--- src/rtl/fft_frame_ctrl.sv ---
// rtl/fft_frame_ctrl.sv - frame sequencer between an ADC sample stream and an xfft core
//
// Purpose: per frame, configures the core (runtime length, direction, scaling), converts
// ADC samples to complex core format, zero-pads short records, truncates long ones,
// generates the core tlast and forwards the core result stream with frame accounting.
//
// Ports:
//   aclk, aresetn                      clock, synchronous active-low reset
//   start, abort                       frame control pulses
//   cfg_log2_len/fwd_inv/scale_sch     frame configuration, latched at start
//   s_axis_*                           ADC sample stream in
//   m_cfg_*                            core configuration channel
//   m_core_*                           core data in, {imag, real}
//   s_res_* / m_axis_*                 core result stream, forwarded combinationally
//   busy, frame_done, frame_count      frame status
//   err_len, err_trunc                 sticky error flags

module fft_frame_ctrl #(
    parameter int MAX_LOG2_LEN = 13,
    parameter int IN_WIDTH     = 16,
    parameter int ADC_BITS     = 8,
    parameter int CORE_WIDTH   = 16,
    parameter int SCH_WIDTH    = 14,
    parameter int CFG_SETTLE   = 4
) (
    input  logic                    aclk,
    input  logic                    aresetn,
    input  logic                    start,
    input  logic                    abort,
    input  logic [4:0]              cfg_log2_len,
    input  logic                    cfg_fwd_inv,
    input  logic [SCH_WIDTH-1:0]    cfg_scale_sch,
    input  logic [IN_WIDTH-1:0]     s_axis_tdata,
    input  logic                    s_axis_tvalid,
    input  logic                    s_axis_tlast,
    output logic                    s_axis_tready,
    output logic [23:0]             m_cfg_tdata,
    output logic                    m_cfg_tvalid,
    input  logic                    m_cfg_tready,
    output logic [2*CORE_WIDTH-1:0] m_core_tdata,
    output logic                    m_core_tvalid,
    output logic                    m_core_tlast,
    input  logic                    m_core_tready,
    input  logic [2*CORE_WIDTH-1:0] s_res_tdata,
    input  logic                    s_res_tvalid,
    input  logic                    s_res_tlast,
    output logic                    s_res_tready,
    output logic [2*CORE_WIDTH-1:0] m_axis_tdata,
    output logic                    m_axis_tvalid,
    output logic                    m_axis_tlast,
    input  logic                    m_axis_tready,
    output logic                    busy,
    output logic                    frame_done,
    output logic                    err_len,
    output logic                    err_trunc,
    output logic [15:0]             frame_count
);

    localparam int CNT_W = MAX_LOG2_LEN + 1;

    typedef enum logic [2:0] {
        S_IDLE, S_CONFIG, S_SETTLE, S_LOAD, S_PAD, S_FLUSH, S_DRAIN
    } state_t;

    state_t r_state;
    state_t w_next;

    logic [4:0]              r_len;
    logic                    r_fwd;
    logic [SCH_WIDTH-1:0]    r_sch;
    logic [CNT_W-1:0]        r_cnt;
    logic [7:0]              r_settle;
    logic [2*CORE_WIDTH-1:0] r_core_tdata;
    logic                    r_core_tvalid;
    logic                    r_core_tlast;
    logic                    r_frame_done;
    logic                    r_err_len;
    logic                    r_err_trunc;
    logic [15:0]             r_frame_count;

    logic                    w_abort;
    logic                    w_start;
    logic                    w_core_free;
    logic                    w_in_hs;
    logic                    w_load;
    logic                    w_cnt_last;
    logic                    w_res_last_hs;
    logic [CNT_W-1:0]        w_last_idx;
    logic [4:0]              w_clamp_len;
    logic                    w_clamped;
    logic [CORE_WIDTH-1:0]   w_real;
    logic [2*CORE_WIDTH-1:0] w_core_word;
    logic                    w_unused_tdata;

    // Abort only matters while a frame is in flight; it also suppresses a coincident start.
    assign w_abort       = abort && (r_state != S_IDLE);
    assign w_start       = start && !abort && (r_state == S_IDLE);
    // Single output register: it can take a new beat when empty or being emptied this cycle.
    assign w_core_free   = !r_core_tvalid || m_core_tready;
    assign w_in_hs       = s_axis_tvalid && s_axis_tready;
    assign w_load        = (r_state == S_LOAD && w_in_hs) ||
                           (r_state == S_PAD && w_core_free && !abort);
    assign w_last_idx    = CNT_W'((32'd1 << r_len) - 32'd1);
    assign w_cnt_last    = (r_cnt == w_last_idx);
    assign w_res_last_hs = s_res_tvalid && m_axis_tready && s_res_tlast;

    assign w_real         = {{(CORE_WIDTH-ADC_BITS){s_axis_tdata[IN_WIDTH-1]}},
                             s_axis_tdata[IN_WIDTH-1 -: ADC_BITS]};
    assign w_core_word    = {{CORE_WIDTH{1'b0}}, w_real};
    assign w_unused_tdata = ^s_axis_tdata[IN_WIDTH-ADC_BITS-1:0];

    always_comb begin
        w_clamp_len = cfg_log2_len;
        w_clamped   = 1'b0;
        if (cfg_log2_len < 5'd3) begin
            w_clamp_len = 5'd3;
            w_clamped   = 1'b1;
        end else if (cfg_log2_len > 5'(MAX_LOG2_LEN)) begin
            w_clamp_len = 5'(MAX_LOG2_LEN);
            w_clamped   = 1'b1;
        end
    end

    // FSM: state register
    always_ff @(posedge aclk) begin
        if (!aresetn) begin
            r_state <= S_IDLE;
        end else begin
            r_state <= w_next;
        end
    end

    // FSM: next state
    always_comb begin
        w_next = r_state;
        case (r_state)
            S_IDLE:   if (w_start) w_next = S_CONFIG;
            S_CONFIG: if (m_cfg_tready) w_next = S_SETTLE;
            S_SETTLE: if (r_settle == 8'(CFG_SETTLE - 1)) w_next = S_LOAD;
            S_LOAD: begin
                if (w_in_hs) begin
                    if (w_cnt_last) begin
                        w_next = s_axis_tlast ? S_DRAIN : S_FLUSH;
                    end else if (s_axis_tlast) begin
                        w_next = S_PAD;
                    end
                end
            end
            S_PAD:    if (w_load && w_cnt_last) w_next = S_DRAIN;
            S_FLUSH:  if (w_in_hs && s_axis_tlast) w_next = S_DRAIN;
            S_DRAIN:  if (w_res_last_hs) w_next = S_IDLE;
            default:  w_next = S_IDLE;
        endcase
        if (w_abort) begin
            w_next = S_IDLE;
        end
    end

    // FSM: outputs
    always_comb begin
        s_axis_tready = 1'b0;
        m_cfg_tvalid  = 1'b0;
        case (r_state)
            S_CONFIG: m_cfg_tvalid  = 1'b1;
            S_LOAD:   s_axis_tready = w_core_free && !abort;
            S_FLUSH:  s_axis_tready = !abort;
            default:  s_axis_tready = 1'b0;
        endcase
    end

    always_comb begin
        m_cfg_tdata                  = '0;
        m_cfg_tdata[4:0]             = r_len;
        m_cfg_tdata[8]               = r_fwd;
        m_cfg_tdata[9 +: SCH_WIDTH]  = r_sch;
    end

    always_ff @(posedge aclk) begin
        if (!aresetn) begin
            r_len         <= '0;
            r_fwd         <= 1'b0;
            r_sch         <= '0;
            r_cnt         <= '0;
            r_settle      <= '0;
            r_core_tdata  <= '0;
            r_core_tvalid <= 1'b0;
            r_core_tlast  <= 1'b0;
            r_frame_done  <= 1'b0;
            r_err_len     <= 1'b0;
            r_err_trunc   <= 1'b0;
            r_frame_count <= '0;
        end else begin
            r_frame_done <= 1'b0;

            if (m_core_tready) begin
                r_core_tvalid <= 1'b0;
            end
            if (w_load) begin
                r_core_tdata  <= (r_state == S_PAD) ? '0 : w_core_word;
                r_core_tlast  <= w_cnt_last;
                r_core_tvalid <= 1'b1;
                r_cnt         <= r_cnt + 1'b1;
            end

            if (r_state == S_SETTLE) begin
                r_settle <= r_settle + 8'd1;
            end else begin
                r_settle <= '0;
            end

            if (w_start) begin
                r_len <= w_clamp_len;
                r_fwd <= cfg_fwd_inv;
                r_sch <= cfg_scale_sch;
                r_cnt <= '0;
                if (w_clamped) begin
                    r_err_len <= 1'b1;
                end
            end

            // Nth sample without tlast: the rest of the record is discarded.
            if (r_state == S_LOAD && w_in_hs && w_cnt_last && !s_axis_tlast) begin
                r_err_trunc <= 1'b1;
            end

            if (r_state == S_DRAIN && w_res_last_hs && !abort) begin
                r_frame_done  <= 1'b1;
                r_frame_count <= r_frame_count + 16'd1;
            end

            if (w_abort) begin
                r_core_tvalid <= 1'b0;
                r_core_tlast  <= 1'b0;
            end
        end
    end

    assign m_core_tdata  = r_core_tdata;
    assign m_core_tvalid = r_core_tvalid;
    assign m_core_tlast  = r_core_tlast;

    assign m_axis_tdata  = s_res_tdata;
    assign m_axis_tvalid = s_res_tvalid;
    assign m_axis_tlast  = s_res_tlast;
    assign s_res_tready  = m_axis_tready;

    assign busy        = (r_state != S_IDLE);
    assign frame_done  = r_frame_done;
    assign err_len     = r_err_len;
    assign err_trunc   = r_err_trunc;
    assign frame_count = r_frame_count;

endmodule
--- config.mk ---
export PLATFORM = sky130hd
export DESIGN_NAME = fft_frame_ctrl
export DESIGN_NICKNAME = d
export VERILOG_FILES = /design/src/rtl/fft_frame_ctrl.sv
export SDC_FILE = /design/constraint.sdc
export NUM_CORES = 1
export LEC_CHECK = 0
export ABC_AREA = 1
export BUFFER_PORTS_ARGS = -buffer_cell sky130_fd_sc_hd__buf_2
export CAP_MARGIN = 20
export CORE_MARGIN = 4
export CORE_UTILIZATION = 52
export DETAILED_ROUTE_END_ITERATION = 10
export PLACE_DENSITY = 0.87
export SLEW_MARGIN = 20
export SYNTH_ARGS = -nofsm -noshare
export SYNTH_HDL_FRONTEND = slang
export SYNTH_SLANG_ARGS = --single-unit
--- constraint.sdc ---
create_clock -name aclk -period 4.4 [get_ports aclk]
set_clock_uncertainty 0.1 [all_clocks]
set_input_delay 1.32 -clock aclk [delete_from_list [all_inputs] [get_ports aclk]]
set_output_delay 1.32 -clock aclk [all_outputs]
set_load 0.01 [all_outputs]
==> results.txt <==
N_diodes: 0
Min-Delay Endpoint: err_len$_SDFFE_PN0P_
Worst rel slew slack: 62.5%
Die height: 100 um
IO Pins: 194
Vias in the first global route: 3,942
Unique masters post-synth: 40
Clock Pin Slew Worst Setup and Hold Paths: 80 ps
Setup violators final: 0
CTS H-tree depth: 3
Cells after synthesis: 653
WL final: 10.6 mm
# nets final: 791
RD Place Congestion: 0.906
Yosys warns: 0
CP startpoint: m_core_tready
Hold buffers post-CTS: 0
P_int: 1.24 mW
R2r setup slk: 1270 ps
VDD IR max: 0.278 mV
Sequential area share after synthesis: 33.5%
Final instance area: 0.00478 mm2
Die width: 100 um
Asr flop ratio synth: 0%
Vias: 4,187
Fmax achieved: 295 MHz
Hold depth: 2
R2R Path Start: r_len[4]$_SDFFE_PN0P_
DR iter-0 viols: 215
FF-to-FF End: r_state[1]$_SDFFE_PP0P_
Initial Utilization: 53.5%
CP Max Fanout: 4
Status: complete, no violations
Vias/cell: 5.12
Routed wire length per instance: 12.9 um
CTS tree: yes
First-pass GRT wire length: 17.4 mm
Clock Root Buffer: clkbuf_8
Syn_area_per_cell: 6.76 um2
Post-place instance area: 0.00458 mm2
Hpwl dp: 8.10 mm
Grt ovf: 0
Worst Path Arrival: 1970 ps
Clock Power Share: 26.6%
Worst setup EP type: output pin
Post-synth EDFFs: 0
Max Slew Vio Count: 0
WP data required: 2980 ps
Hold Crit Start: err_len$_SDFFE_PN0P_
Port bufs: 101
RSZ-0062 raised after global routing: false
Tot Pwr: 2.04 mW
R2R cell count: 19
Ratio of cells with drive above 1 in the final layout: 22.4%
Std-Cell Rows: 33
Worst-skew pair later-pin latency: 350 ps
Hold crit path type: reg2reg
Pwr per Cell Area: 426 mW/mm2
Final worst-path cycle share: 77.1%
P&R area growth vs syn: 8.16%
Max clock buf depth: 2
Combinational power share: 35.2%
DRC violations left: 0
Tmin final: 3390 ps
Worst slew pin tran: 558 ps
CTS sink count: 74
Startpoint types: input port
Pin count of the biggest net entering global routing: 31
Post-CTS Setup Bufs: 0
Leakage: 2.24 nW
Die ar.: 0.0100 mm2
CORE AREA: 0.00826 mm2
Pre-antenna DRT Iters: 7
Top FF cell, synth: dfxtp_1
Post-CTS Resized: 0
Synthesized area: 0.00442 mm2
Setup tns final: 0 ps
Flops & latches, synth: 74
Sw Share: 39.0%
NetSw: 0.794 mW
Cts bufs inserted: 9
Endpoints failing hold: 0
MaxCap Viol Count: 0
CP Class: in2out
Gr usage total: 21.0%
Antenna violations before repair: 0
ANT nets after route: 0
Flop pwr share: 38.3%
-- per-layer routing --
metal  up-vias  routed length, um  global-route usage, %
met5         -                  0                      0
met4         0                210                   8.39
met3        23               1020                   6.05
met2       172               5020                   35.6
met1      1863               4340                   25.1
li1       2129                  -                      -
-- cell usage in the layout, fill, tap and decap left out, types with 2 or more instances in the layout --
cell type and count:
inv_2 8, a21oi_1 41, nor2_4 2, nand4_1 10
nand2_2 6, dfxtp_1 74, nor3_1 8, clkinv_1 2
nor3b_1 4, nand2_1 117, clkbuf_8 9, xnor2_1 4
buf_2 101, ha_1 4, o21ai_1 2, xor2_1 3
nor2_1 82, nand3b_1 2, nand2_4 2, nand3_1 55
buf_4 3, inv_1 69, a31oi_1 3, clkinvlp_4 2
o21ai_0 43, conb_1 20, nor2_2 9, nor4_1 5
inv_6 3, nand3_2 6
-- power by group through the flow --
stage                     Clock [mW]  Combinational (mW)  Sequential, mW
final                          0.541               0.716           0.779
after global routing           0.578               0.820           0.789
after CTS                      0.554               0.716           0.779
after detailed placement           0               0.710           0.792
after global placement             0               0.687           0.790
after floorplan                    0               0.588           0.792
-- worst max-delay path by stage --
| stage | endpoint | slack [ps] |
|---|---|---|
| after floorplan | s_axis_tready | 1360 |
| after global placement | s_axis_tready | 1020 |
| after detailed placement | s_axis_tready | 1000 |
| after CTS | s_axis_tready | 1000 |
| after global routing | r_state[2]$_SDFFE_PP0P_ | 870 |
| final | s_axis_tready | 1010 |
-- through the flow --
stage | setup WS, ps | hold WS [ps] | utilization (%) | std cells
global route | 872 | 383 | 57.8 | 818
CTS | 999 | 356 | 57.8 | 818
finish | 1010 | 356 | 57.8 | 818
floorplan | 1360 | 318 | - | 672
detailed placement | 1000 | 343 | 55.4 | 802
global placement | 1020 | 330 | 55.4 | 802
-- flip-flops by register name, indices dropped and copies added, names as in the netlist --
name and count:
m_core_tlast 1, r_state 3, m_core_tvalid 1, err_len 1, r_sch 14, err_trunc 1, r_settle 8, m_core_tdata 8
r_cnt 14, r_len 5, frame_count 16, frame_done 1, r_fwd 1
-- cell type report --
cell class / count / area (um2)
inverters: 80 / 305
repair buffers: 104 / 528
fillers: 746 / 3480
multi-input cells: 439 / 2130
clock buffers: 9 / 124
flip-flops and latches: 74 / 1480
clock inverters: 7 / 76.3
well taps: 105 / 131
-- synth_stat cells (2+ instances only) --
library cell,count,area [um2]
o21ai_0,43,215
nor2_2,9,56.3
nand4_1,10,62.6
clkbuf_1,10,37.5
dfxtp_1,74,1480
o21ai_1,2,10.0
nor3_1,9,45.0
nor2_1,82,308
a31oi_1,3,18.8
nand3_2,6,60.1
xnor2_1,4,35.0
nor4_1,5,31.3
nand2_1,117,439
clkinv_1,2,7.51
buf_4,65,488
inv_2,8,30.0
nand2_2,6,37.5
ha_1,4,50.1
inv_1,69,259
nor3b_1,4,30.0
nand3_1,55,275
nand2_4,2,22.5
buf_6,2,22.5
xor2_1,3,26.3
nand3b_1,2,15.0
a21oi_1,41,205
clkbuf_8,2,27.5
nor2_4,2,22.5
-- worst max-delay path, cell delays in order --
cell and delay, ps:
buf_2 70, inv_1 30, nand2_1 140, nand3_1 120, o21ai_2 110, buf_2 170
-- cell families after synthesis --
group | count (synthesis) | synth area share (%)
simple gates | 313 | 32.7
buf+inv | 159 | 19.9
compound gates | 95 | 11.2
flops | 74 | 33.5
xor+xnor | 7 | 1.39
fa+ha+maj | 4 | 1.13
other cells | 1 | 0.0849
Note: power is estimated with default switching activity, not from simulation.
